`src/rtl/cpu_types_pkg.sv`:
```
// Shared CPU datapath types: word type, ALU operation encoding and the
// state/counter definitions used by the sequential multiplier.
package cpu_types_pkg;

  localparam int WORD_W = 32;

  typedef logic [WORD_W-1:0] word_t;

  typedef enum logic [3:0] {
    ALU_SLL  = 4'd0,
    ALU_SRL  = 4'd1,
    ALU_SRA  = 4'd2,
    ALU_ADD  = 4'd3,
    ALU_SUB  = 4'd4,
    ALU_AND  = 4'd5,
    ALU_OR   = 4'd6,
    ALU_XOR  = 4'd7,
    ALU_NOR  = 4'd8,
    ALU_SLT  = 4'd9,
    ALU_SLTU = 4'd10
  } aluop_t;

  typedef enum logic [1:0] {
    IDLE = 2'd0,
    RUN  = 2'd1,
    DONE = 2'd2
  } mult_state_t;

  // Iteration counter width: clog2 of the 32-bit operand width.
  localparam int MULT_CNT_W = 5;

endpackage

```
`src/rtl/alu_if.sv`:
```
// Signal set between an ALU initiator (operands + opcode) and the
// combinational ALU (result).
interface alu_if;

  cpu_types_pkg::word_t  port_a;
  cpu_types_pkg::word_t  port_b;
  cpu_types_pkg::aluop_t aluop;
  cpu_types_pkg::word_t  port_o;

  modport master (output port_a, output port_b, output aluop, input port_o);
  modport slave  (input port_a, input port_b, input aluop, output port_o);

endinterface

```
`src/rtl/mult_seq.sv`:
```
// Iterative shift-and-add multiplier that borrows the shared ALU for its adds.
// Optional build macro MULT_EARLY_EXIT_EN ends RUN once the multiplier is exhausted.
module mult_seq
  import cpu_types_pkg::*;
#(
  parameter int WIDTH = 32
) (
  input  logic              CLK,
  input  logic              RST,
  input  logic              start,
  input  logic [WIDTH-1:0]  a,
  input  logic [WIDTH-1:0]  b,
  output logic              busy,
  output logic              done,
  output logic [WIDTH-1:0]  product,
  alu_if.master             alu,
  output mult_state_t       dbg_state
);

  // Handshake: start is a request that is accepted only when the unit is in
  // IDLE or DONE; done is a one-cycle result strobe; busy marks RUN; start
  // seen during RUN is dropped entirely.

  localparam logic [MULT_CNT_W-1:0] LAST_CNT = MULT_CNT_W'(WIDTH - 1);

  mult_state_t            state_q,   state_d;
  logic [WIDTH-1:0]       mcand_q,   mcand_d;
  logic [WIDTH-1:0]       mplier_q,  mplier_d;
  logic [WIDTH-1:0]       acc_q,     acc_d;
  logic [WIDTH-1:0]       product_q, product_d;
  logic [MULT_CNT_W-1:0]  cnt_q,     cnt_d;
  logic [WIDTH-1:0]       acc_next;

  always_ff @(posedge CLK or posedge RST) begin
    if (RST) begin
      state_q   <= IDLE;
      mcand_q   <= '0;
      mplier_q  <= '0;
      acc_q     <= '0;
      product_q <= '0;
      cnt_q     <= '0;
    end else begin
      state_q   <= state_d;
      mcand_q   <= mcand_d;
      mplier_q  <= mplier_d;
      acc_q     <= acc_d;
      product_q <= product_d;
      cnt_q     <= cnt_d;
    end
  end

  always_comb begin
    state_d    = state_q;
    mcand_d    = mcand_q;
    mplier_d   = mplier_q;
    acc_d      = acc_q;
    product_d  = product_q;
    cnt_d      = cnt_q;
    alu.port_a = '0;
    alu.port_b = '0;
    // The ALU is combinational, so its sum is usable in the cycle it is asked for.
    acc_next   = mplier_q[0] ? alu.port_o : acc_q;

    case (state_q)
      IDLE, DONE: begin
        if (start) begin
          mcand_d  = a;
          mplier_d = b;
          acc_d    = '0;
          cnt_d    = '0;
          state_d  = RUN;
        end else if (state_q == DONE) begin
          state_d = IDLE;
        end
      end

      RUN: begin
        alu.port_a = acc_q;
        alu.port_b = mcand_q;
`ifdef MULT_EARLY_EXIT_EN
        if (mplier_q == '0) begin
          product_d = acc_q;
          state_d   = DONE;
        end else begin
`else
        begin
`endif
          acc_d    = acc_next;
          mcand_d  = mcand_q << 1;
          mplier_d = mplier_q >> 1;
          cnt_d    = cnt_q + MULT_CNT_W'(1);
          if (cnt_q == LAST_CNT) begin
            product_d = acc_next;
            state_d   = DONE;
          end
        end
      end

      default: state_d = IDLE;
    endcase
  end

  assign alu.aluop = ALU_ADD;
  assign busy      = (state_q == RUN);
  assign done      = (state_q == DONE);
  assign product   = product_q;
  assign dbg_state = state_q;

endmodule

```
`src/flat_wrapper.sv`:
```
// flat-port wrapper written by rule: the top's interface ports become plain ports
module mult_seq_flat import cpu_types_pkg::*;
#(
  parameter int WIDTH = 32
)
  (CLK, RST, start, a, b, busy, done, product, dbg_state, alu_port_a, alu_port_b, alu_aluop, alu_port_o);
  alu_if alu_i ();
  input  logic CLK;
  input  logic RST;
  input  logic start;
  input  logic [WIDTH-1:0] a;
  input  logic [WIDTH-1:0] b;
  output logic busy;
  output logic done;
  output logic [WIDTH-1:0] product;
  output mult_state_t dbg_state;
  output wire logic [$bits(alu_i.port_a)-1:0] alu_port_a;
  output wire logic [$bits(alu_i.port_b)-1:0] alu_port_b;
  output wire logic [$bits(alu_i.aluop)-1:0] alu_aluop;
  input wire logic [$bits(alu_i.port_o)-1:0] alu_port_o;
  assign alu_port_a = alu_i.port_a;
  assign alu_port_b = alu_i.port_b;
  assign alu_aluop = alu_i.aluop;
  assign alu_i.port_o = alu_port_o;
  mult_seq #(.WIDTH(WIDTH)) u_core (.CLK(CLK), .RST(RST), .start(start), .a(a), .b(b), .busy(busy), .done(done), .product(product), .alu(alu_i), .dbg_state(dbg_state));
endmodule
```
`config.mk`:
```
export PLATFORM = sky130hd
export DESIGN_NAME = mult_seq_flat
export DESIGN_NICKNAME = d
export VERILOG_FILES = /design/src/rtl/cpu_types_pkg.sv /design/src/rtl/alu_if.sv /design/src/rtl/mult_seq.sv /design/src/flat_wrapper.sv
export SDC_FILE = /design/constraint.sdc
export NUM_CORES = 1
export LEC_CHECK = 0
export ABC_AREA = 1
export BUFFER_PORTS_ARGS = -buffer_cell sky130_fd_sc_hd__buf_2
export CORE_ASPECT_RATIO = 1.2
export CORE_UTILIZATION = 55
export DETAILED_ROUTE_END_ITERATION = 16
export PLACE_DENSITY = 0.87
export SLEW_MARGIN = 10
export SYNTH_ARGS = -nofsm -noshare
export SYNTH_HDL_FRONTEND = slang
export SYNTH_SLANG_ARGS = --single-unit
```
`constraint.sdc`:
```
create_clock -name CLK -period 9 [get_ports CLK]
set_input_delay 1.35 -clock CLK [delete_from_list [all_inputs] [get_ports CLK]]
set_output_delay 1.35 -clock CLK [all_outputs]
set_load 0.01 [all_outputs]
```
==> impl_metrics.toml <==
[cts]
clk-insertion-delay-late_ns = 0.41
clock_path_buffers = 2
cts_resized = 0
cts_sinks = 135
clk_pin_slew_ns = 0.06
ctsHoldBuffers = 0
post_cts_buffers = 0
ctsRootBufferMaster = "clkbuf_16"
cts_tree = "done"
cts_buffers = 17
h-tree-depth = 4

[detailed_routing]
drc_errors = 0
via_per_inst = 4.80
route.detailed.wl_per_inst_um = 11.9
final_antenna_net_count = 0
drt_iter0_drc = 390
drt-total-wl_um = 15400
vias = 6223
firstDrtPassIters = 5

[status]
status = "finished clean"

[sta]
fin_crit_sh_pct = 43.9
period_minus_slack_ns = 3.95
skew_ns = 0.0153
finalHoldViolCount = 0
fmax_ghz = 0.253
worst_pin_slew_ns = 1.08
finalMaxSlewViolations = 0
timing.hold.ws_ns = 0.474
maxSlewHeadroom_pct = 27.9
setup_viol = 0
setup_tns_ns = 0
rsz0062_at_grt = "false"

[yosys]
synth_top_area_share_pct = 50.5
synthArstFlopShare_pct = 100
netlist_instances = 949
yosysMostFrequentCell = "nand2_1"
avgSynthCellArea_um2 = 7.05
synth_area_leaders = "dfrtp_1, nand2_1, inv_1, nand3_1, o21ai_0"
yosysSeqAreaShare_pct = 50.5
synth_edf_count = 0
synth_ff_type = "dfrtp_1"
netlist_area_um2 = 6690
yosys_warnings = 0
synth_seq_cells = 135
yosys-top-cells-count = "nand2_1, inv_1, dfrtp_1"
ys_types = 19
yosysTopAreaCell = "dfrtp_1"

[layout]
antennaDiodeCount = 0
nets = 1227
drive_gt1_share_pct = 21.3
fillCellCount = 951
final_cell_area_um2 = 8300
synthToLayoutAreaGrowth_pct = 24.1

[place]
place_congestion = 0.854
port-buffer-count = 198
place_area_um2 = 7670
hpwl_um = 10100

[worst_setup_path]
crit_arrival_ns = 2.60
path_delay_family = "buffers and inverters"
cp-end-kind = "output port"
critPathSlowestCell = "buf_4"
slowest_delay_ns = 0.68
critical_path_class = "reg2out"
crit_path_start_kind = "flip-flop"
required_ns = 7.65
path_cells = "inv_2, nor2_4, buf_4, nand2_1, inv_1, buf_2"
cp_max_fo = 73
crit_buf_inv = 4

[global_routing]
grt_pass1_vias = 5676
antenna_found_initial = 0
track_usage_pct = 25.8
grt_max_degree = 78
grt_pass1_wl_um = 25200
globalRouteOverflowTotal = 0

[die]
dieHeight_um = 123
coreArea_um2 = 11700
die_w_um = 103
num_rows = 43
start_util_pct = 57.0
pin_count = 203
dieArea_um2 = 12600

[power]
p_leak_nw = 5.19
p_total_w = 0.00325
vdd_drop_max_v = 0.000192
p_per_area_nw_per_um2 = 391

[run]
cap_violations = 0

[hold_path]
hold_class = "reg2reg"
==> routing by layer <==
metal / wire [µm] / vias up / global-route usage [%]
li1: - / 3126 / -
met1: 6650 / 2806 / 32.6
met2: 7360 / 255 / 42.3
met3: 998 / 36 / 5.07
met4: 383 / 0 / 12.6
met5: 0 / - / 0
==> stage by stage <==
step / setup WS (ns) / util, % / std cells
global placement: 5.58 / 65.4 / 1264
CTS: 5.06 / 70.8 / 1296
global route: 4.86 / 70.8 / 1296
floorplan: 4.04 / - / 951
finish: 5.05 / 70.8 / 1296
detailed placement: 5.50 / 65.4 / 1264
==> report_power, final <==
| group | switching, W | leakage (nW) | internal, W |
|---|---|---|---|
| registers | 0.000175 | 1.63 | 0.000916 |
| clock network | 0.000253 | 0.302 | 0.000478 |
| logic | 0.000922 | 3.26 | 0.000503 |
| total | 0.00135 | 5.19 | 0.00190 |
==> final timing paths <==
path                                      from                   to  slack [ns]  cells past startpoint
setup / recovery           u_core.dbg_state[0]       alu_port_b[20]        5.05                      6
min in group asynchronous                  RST  u_core.mplier_q[12]        0.99                      2
hold / removal              u_core.product[20]   u_core.product[20]        0.47                      2
hold reg to reg             u_core.product[20]   u_core.product[20]        0.47                      2
setup reg to reg           u_core.dbg_state[1]    u_core.mcand_q[9]        6.47                      6
max in group asynchronous                  RST   u_core.mplier_q[0]        6.64                      3
==> tightest hold or removal path, delay by kind of cell (launching register included) <==
kind	cells	cell delay [ns]
DFF	1	0.34
and+or+nand+nor	2	0.10
==> layout make-up <==
class / instances / area [µm²] / share of cell area (%)
clock buffers: 20 / 457 / 5.50
clock inverters: 12 / 175 / 2.11
inverters: 163 / 617 / 7.43
multi-input cells: 606 / 2450 / 29.5
flip-flops and latches: 135 / 3380 / 40.7
well taps: 157 / 196 / 2.37
repair buffers: 203 / 1030 / 12.4
==> cell usage in the layout (no fill, tap or decap), types with 4 or more instances in the layout <==
cell,count
nand2_1,452
buf_2,198
inv_1,160
dfrtp_1,134
nand3_1,71
nor2_1,36
o21ai_0,34
clkbuf_16,17
buf_4,5
conb_1,4
bufinv_16,4
==> cells by family after synthesis <==
group | count (synthesis) | synth area share (%)
AND/OR/NAND/NOR | 565 | 33.3
buffers and inverters | 210 | 13.1
flip-flops | 135 | 50.5
AO/OA/AOI/OAI | 35 | 2.62
adder cells (fa/ha/maj) | 2 | 0.374
other | 2 | 0.112
==> flip-flops by register name (all words and copies together), names as in the netlist <==
register and flops:
u_core.mplier_q 32, u_core.mcand_q 32, u_core.dbg_state 2, u_core.cnt_q 5, u_core.acc_q 32, u_core.product 32
Power figures use the tool's default switching activity.
